### src/rtl/hslp_seq_ctrl_pkg.sv
// -----------------------------------------------------------------------------
// hslp_seq_ctrl_pkg
// Shared definitions for the sequential approximate 8x8 multiplier:
//   - FSM state encodings (IDLE, LL, LH, HL, HH, DONE)
//   - 4x4 multiplier mode encodings (exact, ap1, ap2, ap3)
//   - quadrant shift amounts (LL 0, LH 4, HL 4, HH 8)
//   - next_quad(): picks the next quadrant state to visit given a skip mask
// -----------------------------------------------------------------------------
package hslp_seq_ctrl_pkg;

    // FSM states. Quadrant states are consecutive so that quadrant index i
    // maps to state ST_LL + i.
    localparam logic [2:0] ST_IDLE = 3'd0;
    localparam logic [2:0] ST_LL   = 3'd1;
    localparam logic [2:0] ST_LH   = 3'd2;
    localparam logic [2:0] ST_HL   = 3'd3;
    localparam logic [2:0] ST_HH   = 3'd4;
    localparam logic [2:0] ST_DONE = 3'd5;

    // 4x4 multiplier modes (2-bit field per quadrant in cfg).
    localparam logic [1:0] MODE_EXACT = 2'd0;
    localparam logic [1:0] MODE_AP1   = 2'd1;
    localparam logic [1:0] MODE_AP2   = 2'd2;
    localparam logic [1:0] MODE_AP3   = 2'd3;

    // Left shift applied to each quadrant's partial product.
    localparam logic [3:0] SHIFT_LL = 4'd0;
    localparam logic [3:0] SHIFT_LH = 4'd4;
    localparam logic [3:0] SHIFT_HL = 4'd4;
    localparam logic [3:0] SHIFT_HH = 4'd8;

    // First quadrant state strictly after 'from' whose skip bit is clear;
    // ST_DONE when none remain. skip[i] belongs to state ST_LL + i.
    function automatic logic [2:0] next_quad(input logic [2:0] from,
                                             input logic [3:0] skip);
        logic [2:0] nxt;
        nxt = ST_DONE;
        for (int i = 3; i >= 0; i--) begin
            if (!skip[i] && ((3'(i) + ST_LL) > from)) begin
                nxt = 3'(i) + ST_LL;
            end
        end
        return nxt;
    endfunction

endpackage

### src/rtl/hslp_seq_ctrl_mul4_sel.sv
// -----------------------------------------------------------------------------
// hslp_seq_ctrl_mul4_sel (module mul4_sel)
// Combinational 4x4 multiplier with selectable approximation.
//   x_i    [3:0]  first operand nibble
//   y_i    [3:0]  second operand nibble
//   mode_i [1:0]  exact / ap1 / ap2 / ap3
//   p_o    [7:0]  product
// Approximations truncate operand LSBs before multiplying:
//   ap1: x LSB forced to 0
//   ap2: x and y LSBs forced to 0
//   ap3: two LSBs of x and y forced to 0
// -----------------------------------------------------------------------------
module mul4_sel
    import hslp_seq_ctrl_pkg::*;
(
    input  logic [3:0] x_i,
    input  logic [3:0] y_i,
    input  logic [1:0] mode_i,
    output logic [7:0] p_o
);

    logic [3:0] xa;
    logic [3:0] ya;

    always_comb begin
        xa = x_i;
        ya = y_i;
        case (mode_i)
            MODE_AP1: begin
                xa = {x_i[3:1], 1'b0};
            end
            MODE_AP2: begin
                xa = {x_i[3:1], 1'b0};
                ya = {y_i[3:1], 1'b0};
            end
            MODE_AP3: begin
                xa = {x_i[3:2], 2'b00};
                ya = {y_i[3:2], 2'b00};
            end
            default: begin
                xa = x_i;
                ya = y_i;
            end
        endcase
    end

    assign p_o = {4'b0000, xa} * {4'b0000, ya};

endmodule

### src/rtl/hslp_seq_ctrl.sv
// -----------------------------------------------------------------------------
// hslp_seq_ctrl
// Sequential approximate 8x8 multiplier: one shared 4x4 multiplier visits the
// quadrants LL, LH, HL, HH (one per cycle) and accumulates into 16 bits.
//   clk        sole clock, rising edge
//   rst        synchronous active-high reset
//   in_valid   a/b/cfg present          in_ready  high only in IDLE
//   a, b       8-bit operands           cfg       2-bit mode per quadrant
//                                                 [1:0] LL [3:2] LH [5:4] HL [7:6] HH
//   out_valid  high only in DONE        out_ready consumer accepts prod
//   prod       16-bit result, held outside DONE
// Quadrant operands: LL = a[3:0]*b[3:0], LH = a[3:0]*b[7:4],
//                    HL = a[7:4]*b[3:0], HH = a[7:4]*b[7:4].
//
// Handshake: a transfer happens on a rising edge where valid and ready are
// both 1. in_ready does not depend on in_valid; out_valid stays high with prod
// stable until out_ready is seen, and never drops without a transfer.
// -----------------------------------------------------------------------------
module hslp_seq_ctrl
    import hslp_seq_ctrl_pkg::*;
#(
    parameter bit SKIP_ZERO = 1'b0
) (
    input  logic        clk,
    input  logic        rst,
    input  logic        in_valid,
    output logic        in_ready,
    input  logic [7:0]  a,
    input  logic [7:0]  b,
    input  logic [7:0]  cfg,
    output logic        out_valid,
    input  logic        out_ready,
    output logic [15:0] prod
);

    logic [2:0]  state_q, state_d;
    logic [7:0]  a_q, a_d;
    logic [7:0]  b_q, b_d;
    logic [7:0]  cfg_q, cfg_d;
    logic [15:0] acc_q, acc_d;
    logic [15:0] prod_q, prod_d;

    logic [3:0]  mx, my;
    logic [1:0]  mmode;
    logic [3:0]  shift_amt;
    logic [7:0]  pp;
    logic [15:0] pp_shifted;

    // Quadrants with a zero nibble contribute nothing, so with SKIP_ZERO they
    // are not visited at all. Bit i corresponds to state ST_LL + i.
    function automatic logic [3:0] skip_vec(input logic [7:0] ma,
                                            input logic [7:0] mb);
        logic [3:0] s;
        s[0] = (ma[3:0] == 4'd0) || (mb[3:0] == 4'd0);
        s[1] = (ma[3:0] == 4'd0) || (mb[7:4] == 4'd0);
        s[2] = (ma[7:4] == 4'd0) || (mb[3:0] == 4'd0);
        s[3] = (ma[7:4] == 4'd0) || (mb[7:4] == 4'd0);
        return SKIP_ZERO ? s : 4'b0000;
    endfunction

    // Operand/mode/shift select for the quadrant being processed.
    always_comb begin
        mx        = a_q[3:0];
        my        = b_q[3:0];
        mmode     = cfg_q[1:0];
        shift_amt = SHIFT_LL;
        case (state_q)
            ST_LH: begin
                mx        = a_q[3:0];
                my        = b_q[7:4];
                mmode     = cfg_q[3:2];
                shift_amt = SHIFT_LH;
            end
            ST_HL: begin
                mx        = a_q[7:4];
                my        = b_q[3:0];
                mmode     = cfg_q[5:4];
                shift_amt = SHIFT_HL;
            end
            ST_HH: begin
                mx        = a_q[7:4];
                my        = b_q[7:4];
                mmode     = cfg_q[7:6];
                shift_amt = SHIFT_HH;
            end
            default: begin
                mx        = a_q[3:0];
                my        = b_q[3:0];
                mmode     = cfg_q[1:0];
                shift_amt = SHIFT_LL;
            end
        endcase
    end

    mul4_sel u_mul4_sel (
        .x_i    (mx),
        .y_i    (my),
        .mode_i (mmode),
        .p_o    (pp)
    );

    assign pp_shifted = {8'h00, pp} << shift_amt;

    always_comb begin
        state_d = state_q;
        a_d     = a_q;
        b_d     = b_q;
        cfg_d   = cfg_q;
        acc_d   = acc_q;
        prod_d  = prod_q;
        case (state_q)
            ST_IDLE: begin
                if (in_valid) begin
                    a_d     = a;
                    b_d     = b;
                    cfg_d   = cfg;
                    acc_d   = 16'h0000;
                    state_d = next_quad(ST_IDLE, skip_vec(a, b));
                    // Everything skipped: result is the cleared accumulator.
                    if (state_d == ST_DONE) begin
                        prod_d = 16'h0000;
                    end
                end
            end
            ST_LL, ST_LH, ST_HL, ST_HH: begin
                acc_d   = acc_q + pp_shifted;   // wraps modulo 2^16
                state_d = next_quad(state_q, skip_vec(a_q, b_q));
                // prod only changes when a result is published.
                if (state_d == ST_DONE) begin
                    prod_d = acc_d;
                end
            end
            ST_DONE: begin
                if (out_ready) begin
                    state_d = ST_IDLE;
                end
            end
            default: begin
                state_d = ST_IDLE;
            end
        endcase
    end

    always_ff @(posedge clk) begin
        if (rst) begin
            state_q <= ST_IDLE;
            a_q     <= 8'h00;
            b_q     <= 8'h00;
            cfg_q   <= 8'h00;
            acc_q   <= 16'h0000;
            prod_q  <= 16'h0000;
        end else begin
            state_q <= state_d;
            a_q     <= a_d;
            b_q     <= b_d;
            cfg_q   <= cfg_d;
            acc_q   <= acc_d;
            prod_q  <= prod_d;
        end
    end

    assign in_ready  = (state_q == ST_IDLE);
    assign out_valid = (state_q == ST_DONE);
    assign prod      = prod_q;

endmodule
### config.mk
export PLATFORM = sky130hd
export DESIGN_NAME = hslp_seq_ctrl
export DESIGN_NICKNAME = d
export VERILOG_FILES = /design/src/rtl/hslp_seq_ctrl_pkg.sv /design/src/rtl/hslp_seq_ctrl_mul4_sel.sv /design/src/rtl/hslp_seq_ctrl.sv
export SDC_FILE = /design/constraint.sdc
export NUM_CORES = 1
export LEC_CHECK = 0
export CAP_MARGIN = 20
export CORE_MARGIN = 3
export CORE_UTILIZATION = 60
export CTS_CLUSTER_DIAMETER = 50
export DETAILED_ROUTE_END_ITERATION = 8
export GPL_ROUTABILITY_DRIVEN = 1
export GPL_TIMING_DRIVEN = 1
export PLACE_DENSITY_LB_ADDON = 0.05
export SETUP_SLACK_MARGIN = 0.15
export SLEW_MARGIN = 20
export SYNTH_ARGS = -nofsm -noshare
export SYNTH_HDL_FRONTEND = slang
export SYNTH_SLANG_ARGS = --single-unit
### constraint.sdc
create_clock -name clk -period 19.23 [get_ports clk]
set_clock_uncertainty 0.15 [all_clocks]
set_input_delay 3.846 -clock clk [delete_from_list [all_inputs] [get_ports clk]]
set_output_delay 3.846 -clock clk [all_outputs]
set_load 0.05 [all_outputs]
Yosys cells after proc, flatten, opt, wreduce, memory -nomap -nowiden
Index checks and enable logic that the tools add are counted.

Register bits: 59. Output and inout port bits: 18.

Reduce and logical (&&, ||, !) cells: 11. Magnitude comparators: 4. Add/subtract/negate cells: 1. Equal/unequal tests: 14. Mux-type cells: 22. Multipliers: 1. Shift-type cells: 1.

Operators with widths (count): $mux 16 (4); $pmux 16 s2 (2); $mux 3 (8); $add 16x16->16 (1); $shl 8x4->16 (1); $eq 3x3->1 const B (4); $pmux 3 s3 (1); $mul 4x4->8 (1); $mux 4 (2); $pmux 2 s2 (2); $pmux 4 s2 (1); $reduce_or 2->1 (4); $eq 3x2->1 const B (2); $gt 2x3->1 const A (2); $pmux 2 s3 (1); $reduce_and 2->1 (3); $eq 2x2->1 const B (2); $ne 2x1->1 const B (2); $ne 2x2->1 const B (2); $reduce_and 4->1 (1); $reduce_or 4->1 (1); $eq 3x1->1 const B (1); $gt 1x3->1 const A (1); $gt 3x3->1 const A (1); 4 further kinds (4).

Depth between registers and ports, before layout
Word-level depth: 10. Mapped depth: 30. Mapped depth without buffers: 29.

Cells and area by module
A second synthesis with hierarchy kept.

Cell total of the unflattened synthesis: 475. Area, all modules: 3774.9 sq um.

Modules (own cells, without submodules): hslp_seq_ctrl (sequential area each 1181.1 sq um, cells each 411, times used 1, area an instance 3261.9 sq um); mul4_sel (sequential area each 0.0 sq um, cells each 64, times used 1, area an instance 513.0 sq um).

Worst setup path before layout
OpenSTA, ideal clock, no wires.

Path kind: reg-to-reg. Start: register state_q[1]. End: register acc_q[14]. Setup time: 0.114 ns. Data arrival time: 5.833 ns. Setup slack: 13.134 ns. Stages on the path, launching flop included: 27. Path buffers: 2. Data required time: 18.966 ns. Cells stage by stage: dfxtp_1 buf_2 nor2b_1 clkbuf_1 o32ai_1 a21o_1 ha_1 a21oi_1 nand2b_1 fa_1 inv_1 fa_1 ha_1 a211oi_1 nor4b_1 nor4b_2 nor2_1 nor2_1 nor2_1 ha_1 a21o_1 a211oi_4 o211ai_2 a31o_1 a21o_1 mux2i_1 a21o_1.

Word-level cells in the longest chain between the ends: 9.

RTL lines: from (decl) (line hslp_seq_ctrl.sv:36) `logic [2:0] state_q, state_d;`; from (signal assigned) (line hslp_seq_ctrl.sv:153) `state_q <= state_d;`; $eq 3x3->1 or $eq 3x2->1 (tied branches) (line hslp_seq_ctrl.sv:67, hslp_seq_ctrl.sv:111); $pmux 2 s3 (line hslp_seq_ctrl.sv:67) `case (state_q)`; $eq 2x1->1 or $eq 2x2->1 (tied branches) (line hslp_seq_ctrl_mul4_sel.sv:28) `case (mode_i)`; $reduce_or 2->1 (no line); $pmux 2 s2 (line hslp_seq_ctrl_mul4_sel.sv:28); $mul 4x4->8 (line hslp_seq_ctrl_mul4_sel.sv:47) `assign p_o = {4'b0000, xa} * {4'b0000, ya};`; $shl 8x4->16 (line hslp_seq_ctrl.sv:102) `assign pp_shifted = {8'h00, pp} << shift_amt;`; $add 16x16->16 (line hslp_seq_ctrl.sv:126) `acc_d = acc_q + pp_shifted;`; $pmux 16 s2 (line hslp_seq_ctrl.sv:111) `case (state_q)`; to (signal assigned) (line hslp_seq_ctrl.sv:150) `acc_q <= 16'h0000;`; to (signal assigned) (line hslp_seq_ctrl.sv:157) `acc_q <= acc_d;`; to (decl) (line hslp_seq_ctrl.sv:40) `logic [15:0] acc_q, acc_d;`.

Several ways; a longest one is shown, not always the timed one. A chain may end at the register's enable or synchronous reset.

Final worst setup path
Same ends and word-level chain as after synthesis.

==> summary.md <==
| Metric | Value |
|---|---|
| CP bufs+invs | `3` |
| P per Cell Area | `76.2 nW/um^2` |
| Hold Buf Count CTS | `0` |
| Gp weighted congestion | `0.906` |
| DP Cell Count | `551` |
| Starting Density | `63.9%` |
| Crit path arrival time | `7.15 ns` |
| GR Util met1 | `27.3%` |
| Ys async rst share | `0%` |
| Num rows | `27` |
| Post-route ant nets | `0` |
| Seq. cell area | `1180 um^2` |
| Synthesized flop and latch total | `59` |
| Most common cell after layout, fill and taps aside | `nand2_1` |
| Total GRT Usage | `24.1%` |
| Die W | `84.0 um` |
| HP Class | `flip-flop to flip-flop` |
| Final Slew Violations | `0` |
| Clock Latency Late Sink | `0.34 ns` |
| Clock Pin Slew Worst Setup and Hold Paths | `0.07 ns` |
| VDD IR-drop max | `0.0000674 V` |
| Slew margin rel. | `30.7%` |
| Final nets | `553` |
| Hold EP | `prod[14]$_SDFFE_PP0P_` |
| Final period utilization | `36.7%` |
| Critical path class | `flip-flop to flip-flop` |
| H-tree depth | `3` |
| CP max stage delay | `0.82 ns` |
| WL/cell | `14.3 um` |
| GR peak layer | `met2` |
| Via/cell ratio | `5.71` |
| Drt total wl | `8130 um` |
| Lkg Pwr | `1.90 nW` |
| Post-synth EDFFs | `0` |
| Netlist Area Pre-Place | `3650 um^2` |
| Post-route core utilization | `76.3%` |
| Crit. End Element | `flip-flop` |
| CTS buffer count | `9` |
| Fraction of layout instances using a drive strength above 1 | `5.45%` |
| Port buffer count | `45` |
| Ant diodes | `0` |
| Worst hold path stage count | `2` |
| Crit Reg-Reg Startpoint | `state_q[1]$_SDFFE_PP0P_` |
| Setup TNS | `0 ns` |
| Fmax | `142 MHz` |
| Hold_sp | `prod[14]$_SDFFE_PP0P_` |
| DP Wirelength | `5930 um` |
| # Post-CTS Setup Buffers | `0` |
| Total power | `0.332 mW` |
| Via Count | `3,240` |
| Slack of the worst reg-to-reg path | `12.17 ns` |
| Die Height | `84.0 um` |
| Vias in the first global route | `3,153` |
| CP max-delay cell | `nor2b_1` |
| CTS tree | `built` |
| Initial antenna violation count | `0` |
| Status | `complete, no violations` |
| Fin cells | `567` |
| GR Util met2 | `43.5%` |
| Largest net degree at the start of global routing | `55` |
| Syn_nets | `520` |
| Sequential area share after synthesis | `32.4%` |
| Multi-input gate area | `2310 um^2` |
| Core footprint | `5710 um^2` |
| Clock Path Buffers | `2` |
| Grt ovf | `0` |
| Synth Flop Type | `dfxtp_1` |
| CTS Root Cell | `clkbuf_8` |
| Startpoint Class | `flip-flop` |
| Gate Count Post-Synth | `457` |
| Met3 usage | `6.71%` |
| Crit-path max FO | `14` |
| Final setup viols | `0` |
| Area Growth Syn to Fin | `19.3%` |
| Worst Slack Setup Final | `12.17 ns` |
| Worst reg2reg path endpoint | `acc_q[14]$_SDFFE_PP0P_` |
| Final critical-path required period | `7.06 ns` |
| Die Area | `7060 um^2` |
| Most frequent cells in the layout | `85 x nand2_1, 59 x dfxtp_1, 58 x a21oi_1` |
| Setup WS pre-CTS | `12.24 ns` |
| 1st-pass router iterations | `5` |
| Iteration-0 DRC Markers | `152` |
| Sink Count | `59` |
| Max cap viols | `0` |
| RSZ-0062 raised after global routing | `false` |
| DRC errors left | `0` |
| Crit path top cell by count | `nor2_1` |
| I/O pin count | `46` |
| Mapped Avg Cell Area | `7.99 um^2` |
| Measured slew at the worst slew-check pin | `1.04 ns` |
| Unique masters post-synth | `47` |
| Fillers | `423` |
| Final Hold Vio Count | `0` |
| CTS resizes | `0` |
| Reg2reg path depth | `25` |
| Delay-heaviest family, CP | `simple AND/OR/NAND/NOR gates` |
| CP required | `19.32 ns` |
| Yosys Warn Count | `0` |
| First-pass GRT wire length | `14,000 um` |
power by group:
group	total (mW)	internal (mW)	switching, mW
Clock	0.146	0.0965	0.0496
Combinational	0.0530	0.0200	0.0330
Sequential	0.133	0.128	0.00501
Total	0.332	0.244	0.0876
worst min-delay path, delay by kind of cell, from the launching register on:
kind / cells / cell delay [ns]
flip-flops: 1 / 0.31
AO/OA/AOI/OAI: 1 / 0.05
AND/OR/NAND/NOR: 1 / 0.05
state kept, by name, summed over array words and instances (netlist names):
| register | flops |
|---|---|
| cfg_q | 8 |
| state_q | 3 |
| acc_q | 16 |
| prod | 16 |
| b_q | 8 |
| a_q | 8 |
worst max path at each step:
stage                            start                endpoint  slack (ns)  cells after the start
6_report       state_q[1]$_SDFFE_PP0P_  acc_q[14]$_SDFFE_PP0P_       12.17                     25
5_1_grt        state_q[1]$_SDFFE_PP0P_   prod[15]$_SDFFE_PP0P_       11.63                     25
4_1_cts        state_q[1]$_SDFFE_PP0P_  acc_q[14]$_SDFFE_PP0P_       12.22                     25
3_5_place_dp   state_q[1]$_SDFFE_PP0P_  acc_q[14]$_SDFFE_PP0P_       12.24                     25
3_3_place_gp   state_q[1]$_SDFFE_PP0P_  acc_q[14]$_SDFFE_PP0P_       12.41                     25
2_1_floorplan  state_q[1]$_SDFFE_PP0P_  acc_q[14]$_SDFFE_PP0P_       13.13                     26
per-layer routing:
layer  share of wire (%)  routed length [um]  up-vias
li1                    -                   -     1648
met1                  43                3490     1500
met2                  51                4140       81
met3                 4.8                 387       11
met4                 1.4                 110        0
met5                   0                   0        -
final cells by class:
type / instances / share of cell area (%)
Sequential cell: 59 / 27.1
Inverter: 17 / 1.47
Clock inverter: 4 / 2.18
Tap cell: 72 / 2.07
Multi-Input combinational cell: 358 / 53.1
Timing Repair Buffer: 45 / 10.2
Clock buffer: 12 / 3.79
metrics by stage:
step / hold WS (ns) / cell area, um^2
floorplan: 0.282 / 3650
global placement: 0.289 / 4100
detailed placement: 0.297 / 4100
CTS: 0.306 / 4360
global route: 0.321 / 4360
finish: 0.303 / 4360
cell usage after synthesis, drive strengths merged, types with 6 or more instances:
master  number  area (um^2)
clkbuf      20         75.1
a22o         8         70.1
nor2b        6         37.5
nor3         7         40.0
inv         16         60.1
nor2        34          130
ha          30          375
a21o        14          106
o21ai       12         60.1
and3         6         37.5
nand2       85          319
dfxtp       59         1180
a22oi        9         67.6
nand3        6         30.0
and2         6         37.5
a21oi       59          307
xor2         8         70.1
mux2i       10          100
xnor2       12          105
nand2b      11         68.8
cells by family (layout without fill, tap and decap cells):
logic type	count (synthesis)	after routing	share of synthesized area [%]
flip-flops	59	59	32.4
AND/OR/NAND/NOR	169	169	20.9
adder cells (fa/ha/maj)	35	35	13.0
multiplexers	10	10	2.74
AO/OA/AOI/OAI	124	124	21.9
XOR/XNOR	20	20	4.80
buffers and inverters	40	78	4.22
No activity file was read; power rests on OpenSTA's default activity.
